### src/rtl/hamming_pkg.sv
// Shared Hamming(12,8) definitions: codeword geometry, syndrome and data extraction.
// Used by both the encoder and the decoder so the bit layout lives in one place.
package hamming_pkg;

  localparam int CODE_W = 12;
  localparam int DATA_W = 8;
  localparam int SYN_W  = 4;

  // Codeword bit index of data bit d0..d7; parity sits at the powers of two minus one.
  localparam int DATA_POS [DATA_W] = '{2, 4, 5, 6, 8, 9, 10, 11};

  function automatic logic [SYN_W-1:0] hamming_syndrome(input logic [CODE_W-1:0] code);
    logic [SYN_W-1:0] s;
    s[0] = code[0] ^ code[2] ^ code[4] ^ code[6] ^ code[8] ^ code[10];
    s[1] = code[1] ^ code[2] ^ code[5] ^ code[6] ^ code[9] ^ code[10];
    s[2] = code[3] ^ code[4] ^ code[5] ^ code[6] ^ code[11];
    s[3] = code[7] ^ code[8] ^ code[9] ^ code[10] ^ code[11];
    return s;
  endfunction

  function automatic logic [DATA_W-1:0] hamming_extract(input logic [CODE_W-1:0] code);
    logic [DATA_W-1:0] d;
    for (int i = 0; i < DATA_W; i++) begin
      d[i] = code[DATA_POS[i]];
    end
    return d;
  endfunction

endpackage

### src/rtl/hamming_syndrome_12.sv
// Combinational syndrome generator for a 12-bit Hamming codeword.
module hamming_syndrome_12
  import hamming_pkg::*;
(
  input  logic [CODE_W-1:0] code,
  output logic [SYN_W-1:0]  syn
);

  assign syn = hamming_syndrome(code);

endmodule

### src/rtl/hamming_decoder_12to8.sv
// Two-stage Hamming(12,8) SEC decoder with valid/ready flow control and
// saturating corrected/uncorrectable event counters.
module hamming_decoder_12to8
  import hamming_pkg::*;
#(
  parameter int CNT_W = 16
) (
  input  logic              clk,
  input  logic              rst_n,
  input  logic              in_valid,
  output logic              in_ready,
  input  logic [CODE_W-1:0] in_code,
  output logic              out_valid,
  input  logic              out_ready,
  output logic [DATA_W-1:0] out_data,
  output logic              out_corr,
  output logic              out_uncorr,
  output logic [SYN_W-1:0]  out_syn,
  input  logic              clr_cnt,
  output logic [CNT_W-1:0]  corr_cnt,
  output logic [CNT_W-1:0]  uncorr_cnt
);

  localparam logic [SYN_W-1:0] SYN_MAX = SYN_W'(CODE_W);

  function automatic logic [CODE_W-1:0] correct_code(input logic [CODE_W-1:0] code,
                                                     input logic [SYN_W-1:0]  syn);
    logic [CODE_W-1:0] fixed;
    fixed = code;
    for (int i = 0; i < CODE_W; i++) begin
      if (syn == SYN_W'(i + 1)) fixed[i] = ~code[i];
    end
    return fixed;
  endfunction

  function automatic logic [CNT_W-1:0] sat_inc(input logic [CNT_W-1:0] cnt);
    return (cnt == '1) ? cnt : cnt + 1'b1;
  endfunction

  logic              adv1, adv2, xfer;
  logic [SYN_W-1:0]  syn_p0;
  logic              vld_p1;
  logic [CODE_W-1:0] code_p1;
  logic [SYN_W-1:0]  syn_p1;
  logic              corr_p1, uncorr_p1;

  assign adv2     = !out_valid || out_ready;
  assign adv1     = !vld_p1 || adv2;
  assign in_ready = adv1;
  assign xfer     = out_valid && out_ready;

  hamming_syndrome_12 u_syn (
    .code (in_code),
    .syn  (syn_p0)
  );

  // Stage 1: capture codeword and its syndrome
  always_ff @(posedge clk) begin
    if (!rst_n) begin
      vld_p1  <= 1'b0;
      code_p1 <= '0;
      syn_p1  <= '0;
    end else if (adv1) begin
      vld_p1  <= in_valid;
      code_p1 <= in_code;
      syn_p1  <= syn_p0;
    end
  end

  assign corr_p1   = (syn_p1 != '0) && (syn_p1 <= SYN_MAX);
  assign uncorr_p1 = (syn_p1 > SYN_MAX);

  // Stage 2: corrected data, flags and debug syndrome
  always_ff @(posedge clk) begin
    if (!rst_n) begin
      out_valid  <= 1'b0;
      out_data   <= '0;
      out_corr   <= 1'b0;
      out_uncorr <= 1'b0;
      out_syn    <= '0;
    end else if (adv2) begin
      out_valid  <= vld_p1;
      out_data   <= hamming_extract(correct_code(code_p1, syn_p1));
      out_corr   <= corr_p1;
      out_uncorr <= uncorr_p1;
      out_syn    <= syn_p1;
    end
  end

  // Counters see only completed transfers; clear beats a same-cycle increment.
  always_ff @(posedge clk) begin
    if (!rst_n || clr_cnt) begin
      corr_cnt   <= '0;
      uncorr_cnt <= '0;
    end else if (xfer) begin
      if (out_corr)   corr_cnt   <= sat_inc(corr_cnt);
      if (out_uncorr) uncorr_cnt <= sat_inc(uncorr_cnt);
    end
  end

endmodule

### config.mk
export PLATFORM = sky130hd
export DESIGN_NAME = hamming_decoder_12to8
export DESIGN_NICKNAME = d
export VERILOG_FILES = /design/src/rtl/hamming_pkg.sv /design/src/rtl/hamming_syndrome_12.sv /design/src/rtl/hamming_decoder_12to8.sv
export SDC_FILE = /design/constraint.sdc
export NUM_CORES = 1
export LEC_CHECK = 0
export ABC_AREA = 0
export ABC_CLOCK_PERIOD_IN_PS = 4850
export CAP_MARGIN = 20
export CORE_MARGIN = 2
export CORE_UTILIZATION = 35
export CTS_CLUSTER_DIAMETER = 150
export DETAILED_ROUTE_END_ITERATION = 10
export GPL_ROUTABILITY_DRIVEN = 0
export MAX_ROUTING_LAYER = met4
export PLACE_DENSITY_LB_ADDON = 0.25
export SLEW_MARGIN = 20
export SYNTH_ARGS = -nofsm -noshare
export SYNTH_HDL_FRONTEND = slang
export SYNTH_SLANG_ARGS = --single-unit
### constraint.sdc
create_clock -name clk -period 4.85 [get_ports clk]
set_clock_uncertainty 0.1 [all_clocks]
set_input_delay 0.485 -clock clk [delete_from_list [all_inputs] [get_ports clk]]
set_output_delay 0.485 -clock clk [all_outputs]
set_load 0.05 [all_outputs]
==> results.md, run 1 <==
- Final net count: 440
- Die W: 96.9 um
- Average cell area after synthesis: 8.31 um^2
- Core region area: 8300 um^2
- Max IR drop VDD: 0.127 mV
- Critical path capture point type: output pin
- Syn nets: 382
- DRT Wirelength: 7250 um
- Clock Tree Root: clkbuf_8
- Commonest cells after routing, fill and taps aside: clkdlybuf4s50_1, dfxtp_1, nand2_1, a21oi_1, nor2_1
- Flops & latches, synth: 60
- Post-route DRC: 0
- # setup viols final: 0
- Routed Antenna Nets: 0
- FF-to-FF path depth: 4
- Largest net degree at the start of global routing: 27
- Synth Area in XOR/XNOR: 6.97%
- Fin worst setup slack: 1.33 ns
- Post-Syn Area: 3020 um^2
- Adder-Cell Fraction of Synth Area: 0.829%
- Ys flop type: dfxtp_1
- Crit path launch type: input pin
- Die Y: 96.9 um
- Post-Syn Instances: 363
- Hold Violations, Final: 0
- Overall routing resource usage: 16.4%
- Critical R2R Capture: uncorr_cnt[11]
- First-pass GRT wire length: 12,400 um
- Setup TNS Final: 0 ns
- Hold Path Origin: out_syn[1]
- Max Buffers Root-to-Sink: 2
- Dpl ws: 1.34 ns
- Maxcap violations: 0
- Slew @ Worst Pin: 0.962 ns
- Clk sinks: 60
- Fin crit share: 72.6%
- Vias per cell: 5.29
- WP data required: 4.26 ns
- H-tree depth: 3
- Crit path max fanout: 17
- Status: finished, final reports clean
- Reg2Reg Setup Slack: 2.45 ns
- Final Slew Violations: 0
- Vias in the first global route: 2,612
- Site Rows: 33
- Register area share after synthesis: 39.8%
- CTS tree: built
- Starting Density: 36.4%
- Post-detail-place hpwl: 5150 um
- Pleak: 0.00130 uW
- Initial drt markers: 106
- Clk_lat worst skew: 0.33 ns
- Fraction of registers with async set/reset: 0%
- Antenna cell count: 0
- Layout cells sized above 1: 6.35%
- Minimum clock period: 3.52 ns
- Count of cell types in the netlist: 51
- Area grow syn2layout: 29.3%
- Reg2reg start: uncorr_cnt[3]
- Cell taking the most area after synthesis: dfxtp_1
- Yosys warning count: 0
- GRT overflow: 0
- Mux share of post-synthesis cell area: 2.65%
- PD cells: 280 nW/um^2
- Hold Path Class: flop to flop
- EDFF count, synth: 0
- Num ports: 65
- DR vias: 2,805
- First-pass DRT Iterations: 5
- Average wire per standard cell: 13.7 um
- Fmax: 284 MHz
- Crit path arrival time: 2.94 ns
- Top cells by area, synth: dfxtp_1, nand2_1, a21oi_1
- Register area: 1200 um^2
- Postcts setup bufs: 0
- Port bufs: 64
- Clk slew on worst S/H paths: 0.06 ns
- Max_slew headroom: 35.6%
- Initial antenna violation count: 0
- Synth Area in Compound Gates: 17.6%
- Area of the multi-input gates: 1720 um^2
- Inserted Clock Buffers: 9
- Setup CP Type: input pin to output pin
- Simple-gate share of the synthesized area: 28.9%
- Top-area cell type share of the netlist area: 39.8%
- Die area: 9380 um^2
- Largest family of logic cells by synthesized area: simple AND/OR/NAND/NOR gates
- Fillcell total: 824
- Commonest non-fill, non-tap cell in the layout: clkdlybuf4s50_1
- CTS Hold Bufs: 0
- Worst Hold End: out_syn[1]
- CTS resizes: 0
- Hold Path Depth: 2
- RSZ-0062 raised after global routing: no
-- stage by stage --
stage | hold slack [ns] | instance area (um^2) | total power, uW | utilization, % | cells
final | 0.353 | 3900 | 1090 | 47.0 | 530
after floorplan | 0.332 | 3020 | 655 | - | 363
after global placement | 0.353 | 3730 | 709 | 45.0 | 515
after detailed placement | 0.349 | 3730 | 709 | 45.0 | 515
after global routing | 0.378 | 3900 | 1150 | 47.0 | 530
after CTS | 0.361 | 3900 | 1110 | 47.0 | 530
-- how the worst max path moves through the flow --
stage | start | to | slack, ns | depth (start not counted)
2_1_floorplan | out_valid | in_ready | 2.49 | 6
3_3_place_gp | out_ready | in_ready | 1.38 | 5
3_5_place_dp | out_ready | in_ready | 1.34 | 5
4_1_cts | out_ready | in_ready | 1.32 | 5
5_1_grt | out_ready | in_ready | 1.19 | 5
6_report | out_ready | in_ready | 1.33 | 5
-- logic make-up (layout without fill, tap and decap cells) --
kind of cell,Yosys count,after routing
DFF,60,60
AOI/OAI and AO/OA,84,84
buffers and inverters,25,87
and+or+nand+nor,160,160
adders and majority gates,2,2
xor gates and xnor gates,24,24
muxes,8,8
-- layer usage --
layer	global-route usage, %	wire length, um	share of wire, %	vias to the layer above
li1	-	-	-	1438
met1	19.8	3310	46	1295
met2	26.9	3570	49	68
met3	4.19	323	4.5	4
met4	5.31	55	0.76	0
met5	-	0	0	-
-- cells in the mapped netlist (all sizes together) (2+ instances only) --
master,count
o21ai,14
or4,10
a21oi,33
nand4b,2
nor4bb,4
dfxtp,60
clkbuf,17
and4,3
and3,6
and2,5
nor2,21
nor3,6
inv,4
a41o,2
xnor2,18
nand2b,8
buf,3
a211oi,14
a31oi,4
nand2,54
o21a,2
or4b,2
a2111o,3
ha,2
o31ai,4
or3,4
nor4,4
nand4,10
o211ai,2
xor2,6
mux2i,8
nand3,16
-- report_power, final --
group	total, uW	internal (uW)	switching [uW]
Sequential	542	514	28.0
Combinational	154	68.2	86.2
Clock	396	209	187
-- layout make-up --
type	count	area share, %
Clock buffer	13	4.07
Clock inverter	2	0.257
Inverter	5	0.481
Multi-Input combinational cell	278	44.0
Sequential cell	60	30.8
Tap cell	105	3.37
Timing Repair Buffer	67	17.0
-- worst max-delay path, stage by stage --
cell and delay, ns:
clkdlybuf4s50_1 0.58, and2b_2 0.30, and2_1 0.28, inv_1 0.38, clkdlybuf4s50_1 0.90
-- flip-flops by register name (all words and copies together), names as in the netlist --
| register | cells |
|---|---|
| out_data | 8 |
| out_uncorr | 1 |
| corr_cnt | 16 |
| syn_p1 | 4 |
| vld_p1 | 1 |
| code_p1 | 8 |
| out_syn | 4 |
| uncorr_cnt | 16 |
| out_corr | 1 |
| out_valid | 1 |
Note: power is estimated with default switching activity, not from simulation.
==> run 2: changes to the inputs <==
--- a/config.mk
+++ b/config.mk
@@ -6,7 +6,7 @@
 export NUM_CORES = 1
 export LEC_CHECK = 0
 export ABC_AREA = 0
-export ABC_CLOCK_PERIOD_IN_PS = 4850
+export ABC_CLOCK_PERIOD_IN_PS = 3500
 export CAP_MARGIN = 20
 export CORE_MARGIN = 2
 export CORE_UTILIZATION = 35
==> constraint.sdc (replaced) <==
create_clock -name clk -period 3.5 [get_ports clk]
set_clock_uncertainty 0.1 [all_clocks]
set_input_delay 0.35 -clock clk [delete_from_list [all_inputs] [get_ports clk]]
set_output_delay 0.35 -clock clk [all_outputs]
set_load 0.05 [all_outputs]
==> run 2 against run 1 <==
Compared with the run above: die area stayed put; non-clock buffer count rose by 3; register-to-register slack lost 1.1 ns; sequential share of layout area is 0.64 points lower; critical path depth stayed put.
==> results.md, run 2 (synthesis results as in run 1) <==
- Clk_lat worst skew: 0.34 ns (was 0.33 ns)
- Setup TNS Final: 0 ns (unchanged)
- Max incr delay on CP: 0.60 ns (was 0.90 ns)
- Hold Path Class: flop to flop (unchanged)
- Vias in the first global route: 2,597 (was 2,612)
- Fin worst setup slack: 0.823 ns (was 1.33 ns)
- Clock Tree Root: clkbuf_8 (unchanged)
- CTS Hold Bufs: 0 (unchanged)
- Crit path arrival time: 2.23 ns (was 2.94 ns)
- Maxcap violations: 0 (unchanged)
- WP data required: 3.05 ns (was 4.26 ns)
- Routed Antenna Nets: 0 (unchanged)
- CTS tree: built (unchanged)
- Dpl ws: 0.834 ns (was 1.34 ns)
- Crit path buf inv count: 3 (unchanged)
- Layout cells sized above 1: 7.46% (was 6.35%)
- Delay-heaviest family, CP: buffers and inverters (unchanged)
- GRT overflow: 0 (unchanged)
- Clock share of power: 43.6% (was 36.2%)
- Final Slew Violations: 0 (unchanged)
- Inserted Clock Buffers: 9 (unchanged)
- DRT Wirelength: 7450 um (was 7250 um)
- RSZ-0062 raised after global routing: no (unchanged)
- Hold Path Origin: out_syn[3] (was out_syn[1])
- Postcts setup bufs: 0 (unchanged)
- Setup CP Type: input pin to output pin (unchanged)
- Die W: 96.9 um (unchanged)
- First-pass DRT Iterations: 4 (was 5)
- Clk sinks: 60 (unchanged)
- Die Y: 96.9 um (unchanged)
- Hold Violations, Final: 0 (unchanged)
- Clk slew on worst S/H paths: 0.06 ns (about the same)
- P_int: 1280 uW (was 792 uW)
- Site Rows: 33 (unchanged)
- Fin crit share: 76.5%
- # setup viols final: 0 (unchanged)
- Net Sw Frac: 25.5% (was 27.5%)
- Commonest cells after routing, fill and taps aside: clkdlybuf4s50_1, dfxtp_1, nand2_1, a21oi_1, nor2_1 (unchanged)
- Starting Density: 36.4% (unchanged)
- Worst Hold End: out_syn[3] (was out_syn[1])
- Vias per cell: 5.37 (was 5.29)
- Final net count: 443 (was 440)
- Reg2reg start: corr_cnt[0] (was uncorr_cnt[3])
- Num ports: 65 (unchanged)
- Max_slew headroom: 49.8% (was 35.6%)
- Max IR drop VDD: 0.209 mV (was 0.127 mV)
- PD cells: 430 nW/um^2 (was 280 nW/um^2)
- Minimum clock period: 2.68 ns
- Average wire per standard cell: 14.0 um (was 13.7 um)
- H-tree depth: 3 (unchanged)
- Slew @ Worst Pin: 0.752 ns (was 0.962 ns)
- Die area: 9380 um^2 (unchanged)
- Critical R2R Capture: corr_cnt[7] (was uncorr_cnt[11])
- Status: finished, final reports clean (unchanged)
- Gate power share: 12.4% (was 14.1%)
- Top flop regs: corr_cnt (16), uncorr_cnt (16) (unchanged)
- Post-route DRC: 0 (unchanged)
- First-pass GRT wire length: 12,300 um (was 12,400 um)
- Pleak: 0.00134 uW (was 0.00130 uW)
- CTS resizes: 0 (unchanged)
- Commonest non-fill, non-tap cell in the layout: clkdlybuf4s50_1 (unchanged)
- Crit path max fanout: 17 (unchanged)
- Core region area: 8300 um^2 (unchanged)
- Area grow syn2layout: 32.0% (was 29.3%)
- Port bufs: 64 (unchanged)
- Sequential Power Share: 44.0% (was 49.6%)
- Antenna cell count: 0 (unchanged)
- Hold Path Depth: 2 (unchanged)
- Net Sw Power: 437 uW (was 301 uW)
- Cell breakdown of the critical path: clkdlybuf4s50_1 > and2b_2 > and2_1 > inv_1 > buf_4 (was clkdlybuf4s50_1 > and2b_2 > and2_1 > inv_1 > clkdlybuf4s50_1)
- Post-detail-place hpwl: 5330 um (was 5150 um)
- FF-to-FF path depth: 6 (was 4)
- DR vias: 2,866 (was 2,805)
- CP max stage cell: clkdlybuf4s50_1 (unchanged)
- Reg2Reg Setup Slack: 1.39 ns (was 2.45 ns)
- Initial drt markers: 116 (was 106)
- Overall routing resource usage: 16.1% (was 16.4%)
- Largest net degree at the start of global routing: 27 (unchanged)
- WHS: 0.358 ns (was 0.353 ns)
- Critical path capture point type: output pin (unchanged)
- Fmax: 374 MHz
- Initial antenna violation count: 0 (unchanged)
- Crit path launch type: input pin (unchanged)
- Max Buffers Root-to-Sink: 2 (unchanged)
run 2: changes by cell type in the layout (fill, tap and decap cells not counted):
cell | previous run | this run
clkdlybuf4s50_1 | 64 | 63
bufinv_16 | 0 | 3
clkbuf_8 | 11 | 9
buf_4 | 3 | 7
run 2: area by class of cell:
cell class | count | area [um^2]
multi-input combinational | 278 | 1720
timing repair buffer | 70 | 683
inverter | 5 | 18.8
clock inverter | 5 | 100
clock buffer | 11 | 131
tap | 105 | 131
fill | 816 | 4320
sequential | 60 | 1200
run 2: how the worst max path moves through the flow:
stage / cells past startpoint / slack, ns / from / end
after floorplan: 6 / 1.26 / uncorr_cnt[0] / uncorr_cnt[0]
after global placement: 5 / 0.87 / out_ready / in_ready
after detailed placement: 5 / 0.83 / out_ready / in_ready
after CTS: 5 / 0.83 / out_ready / in_ready
after global routing: 5 / 0.67 / out_ready / in_ready
final: 5 / 0.82 / out_ready / in_ready
run 2: worst min-delay path, cell delays in order (launching register included):
cell     delay (ns)
dfxtp_1        0.31
nand2_1        0.05
a21oi_1        0.05
run 2: layer usage:
layer  GRT usage, %  routed length (um)
met1           18.5                3340
met2           26.7                3660
met3           5.06                 374
met4           5.31                  85
met5              -                   0
run 2: power by group through the flow:
stage / Combinational [uW] / Sequential, uW / Clock [uW]
floorplan: 109 / 798 / 0
global placement: 214 / 769 / 0
detailed placement: 214 / 770 / 0
CTS: 215 / 755 / 764
global route: 230 / 760 / 794
finish: 213 / 755 / 747
run 2: per-stage QoR:
stage                     utilization, %  total power, uW  cell area (um^2)  cells
after floorplan                        -              907              3020    363
after global placement              45.2              983              3750    518
after detailed placement            45.2              985              3750    518
after CTS                           48.0             1730              3980    534
after global routing                48.0             1780              3980    534
final                               48.0             1710              3980    534
==> run 3: changes to the inputs <==
--- a/config.mk
+++ b/config.mk
@@ -6,7 +6,7 @@
 export NUM_CORES = 1
 export LEC_CHECK = 0
 export ABC_AREA = 0
-export ABC_CLOCK_PERIOD_IN_PS = 3500
+export ABC_CLOCK_PERIOD_IN_PS = 2500
 export CAP_MARGIN = 20
 export CORE_MARGIN = 2
 export CORE_UTILIZATION = 35
==> constraint.sdc (replaced) <==
create_clock -name clk -period 2.5 [get_ports clk]
set_clock_uncertainty 0.1 [all_clocks]
set_input_delay 0.25 -clock clk [delete_from_list [all_inputs] [get_ports clk]]
set_output_delay 0.25 -clock clk [all_outputs]
set_load 0.05 [all_outputs]
==> run 3 against run 2 <==
Compared with the run above: clock power grew 35%; power rose by 38%; non-clock buffer count grew 7; worst setup slack got worse by 0.46 ns; sequential power increased by 39%; die area unchanged; combinational power up 44%; via count increased by 0.42%; routed wire length grew 1.3%; cell area up 2.0%; register-to-register slack got worse by 0.93 ns; critical path type unchanged.
==> results.md, run 3 (synthesis results as in run 1) <==
- Vias in the first global route: 2,667 (was 2,597)
- First-pass GRT wire length: 12,600 um (was 12,300 um)
- Fillcell total: 817 (was 816)
- Max IR drop VDD: 0.360 mV (was 0.209 mV)
- Max_slew headroom: 62.1% (was 49.8%)
- Crit path arrival time: 1.79 ns (was 2.23 ns)
- Site Rows: 33 (unchanged)
- Area grow syn2layout: 34.7% (was 32.0%)
- Core region area: 8300 um^2 (unchanged)
- WP data required: 2.15 ns (was 3.05 ns)
- CTS tree: built (unchanged)
- Fin crit share: 85.5%
- Antenna cell count: 0 (unchanged)
- Clock Tree Root: clkbuf_8 (unchanged)
- Hold Violations, Final: 0 (unchanged)
- Fmax: 468 MHz
- Die W: 96.9 um (unchanged)
- DR vias: 2,878 (was 2,866)
- Post-layout power: 2370 uW (was 1710 uW)
- Final design area excluding fillers: 4070 um^2 (was 3980 um^2)
- Cell breakdown of the critical path: clkdlybuf4s50_1 > and2b_2 > and2_1 > inv_1 > buf_12 (was clkdlybuf4s50_1 > and2b_2 > and2_1 > inv_1 > buf_4)
- Slew @ Worst Pin: 0.564 ns (was 0.752 ns)
- Initial antenna violation count: 0 (unchanged)
- Hold Path Class: flop to flop (unchanged)
- Final Slew Violations: 0 (unchanged)
- Vias per cell: 5.32 (was 5.37)
- Commonest cells after routing, fill and taps aside: clkdlybuf4s50_1, dfxtp_1, nand2_1, a21oi_1, nor2_1 (unchanged)
- Placed Area: 3830 um^2 (was 3750 um^2)
- Post-route DRC: 0 (unchanged)
- # setup viols final: 0 (unchanged)
- Setup TNS Final: 0 ns (unchanged)
- Maxcap violations: 0 (unchanged)
- Critical path capture point type: output pin (unchanged)
- Setup CP Type: input pin to output pin (unchanged)
- Minimum clock period: 2.14 ns
- Final net count: 450 (was 443)
- Top flop regs: corr_cnt (16), uncorr_cnt (16) (unchanged)
- Largest net degree at the start of global routing: 25 (was 27)
- Clk slew on worst S/H paths: 0.07 ns (was 0.06 ns)
- Initial drt markers: 113 (was 116)
- CTS Hold Bufs: 0 (unchanged)
- Pleak: 0.00139 uW (was 0.00134 uW)
- First-pass DRT Iterations: 4 (unchanged)
- RSZ-0062 raised after global routing: no (unchanged)
- Layout cells sized above 1: 9.40% (was 7.46%)
- Crit path launch type: input pin (unchanged)
- GRT overflow: 0 (unchanged)
- Routed Antenna Nets: 0 (unchanged)
- Post-detail-place hpwl: 5490 um (was 5330 um)
- Port bufs: 64 (unchanged)
- Max incr delay on CP: 0.61 ns (was 0.60 ns)
- Crit path max fanout: 10 (was 17)
- Num ports: 65 (unchanged)
- Final instance count without filler cells: 541 (was 534)
- Inserted Clock Buffers: 9 (unchanged)
- Postcts setup bufs: 0 (unchanged)
- CTS resizes: 0 (unchanged)
- Die area: 9380 um^2 (unchanged)
- Starting Density: 36.4% (unchanged)
- Clk sinks: 60 (unchanged)
- Area of the multi-input gates: 1720 um^2 (unchanged)
- CP max stage cell: clkdlybuf4s50_1 (unchanged)
- DRT Wirelength: 7550 um (was 7450 um)
- Status: finished, final reports clean (unchanged)
- H-tree depth: 3 (unchanged)
- Overall routing resource usage: 16.5% (was 16.1%)
- Die Y: 96.9 um (unchanged)
- PD cells: 584 nW/um^2 (was 430 nW/um^2)
- Commonest non-fill, non-tap cell in the layout: clkdlybuf4s50_1 (unchanged)
- Clk_lat worst skew: 0.33 ns (was 0.34 ns)
- Average wire per standard cell: 14.0 um (about the same)
- Placed Cells: 525 (was 518)
- Max Buffers Root-to-Sink: 2 (unchanged)
- Register area: 1200 um^2 (unchanged)
[run 3: changes by cell type in the layout (fill, tap and decap cells not counted), sizes merged]
cell    delta
buf        +7
bufinv     -1
clkbuf     +1
[run 3: path summary, 6_finish.rpt]
| kind | startpoint | end | slack, ns | cells after the start |
|---|---|---|---|---|
| setup / recovery | out_ready | in_ready | 0.36 | 5 |
| hold / removal | out_syn[2] | out_syn[2] | 0.36 | 2 |
| setup reg to reg | uncorr_cnt[2] | uncorr_cnt[13] | 0.46 | 4 |
| hold reg to reg | out_syn[2] | out_syn[2] | 0.36 | 2 |
[run 3: metal layers]
metal / share of wire [%] / up-vias / global-route usage, %
met1: 46 / 1350 / 20.8
met5: 0 / - / -
met4: 1.0 / 0 / 5.20
met3: 4.2 / 7 / 4.26
met2: 49 / 60 / 26.0
li1: - / 1461 / -
[run 3: stage by stage]
stage | hold WS (ns) | utilization [%] | worst slack [ns]
floorplan | 0.271 | - | 0.258
global placement | 0.352 | 46.1 | 0.198
detailed placement | 0.349 | 46.1 | 0.143
CTS | 0.365 | 49.0 | 0.346
global route | 0.386 | 49.0 | 0.225
finish | 0.363 | 49.0 | 0.362
[run 3: final cells by class]
cell class | count | share of cell area (%)
Inverter | 5 | 0.462
Tap cell | 105 | 3.23
Timing Repair Buffer | 77 | 18.7
Clock buffer | 12 | 4.06
Multi-Input combinational cell | 278 | 42.3
Sequential cell | 60 | 29.5
Clock inverter | 4 | 1.72
[run 3: worst max-delay path, delay by kind of cell]
family,cells,cell delay (ns)
buffers and inverters,3,1.04
and+or+nand+nor,2,0.49
[run 3: report_power, final]
part           switching, uW  internal [uW]  leakage, uW
Clock                    373            640     0.000122
Sequential              57.0            998     0.000489
Combinational            168            138     0.000777
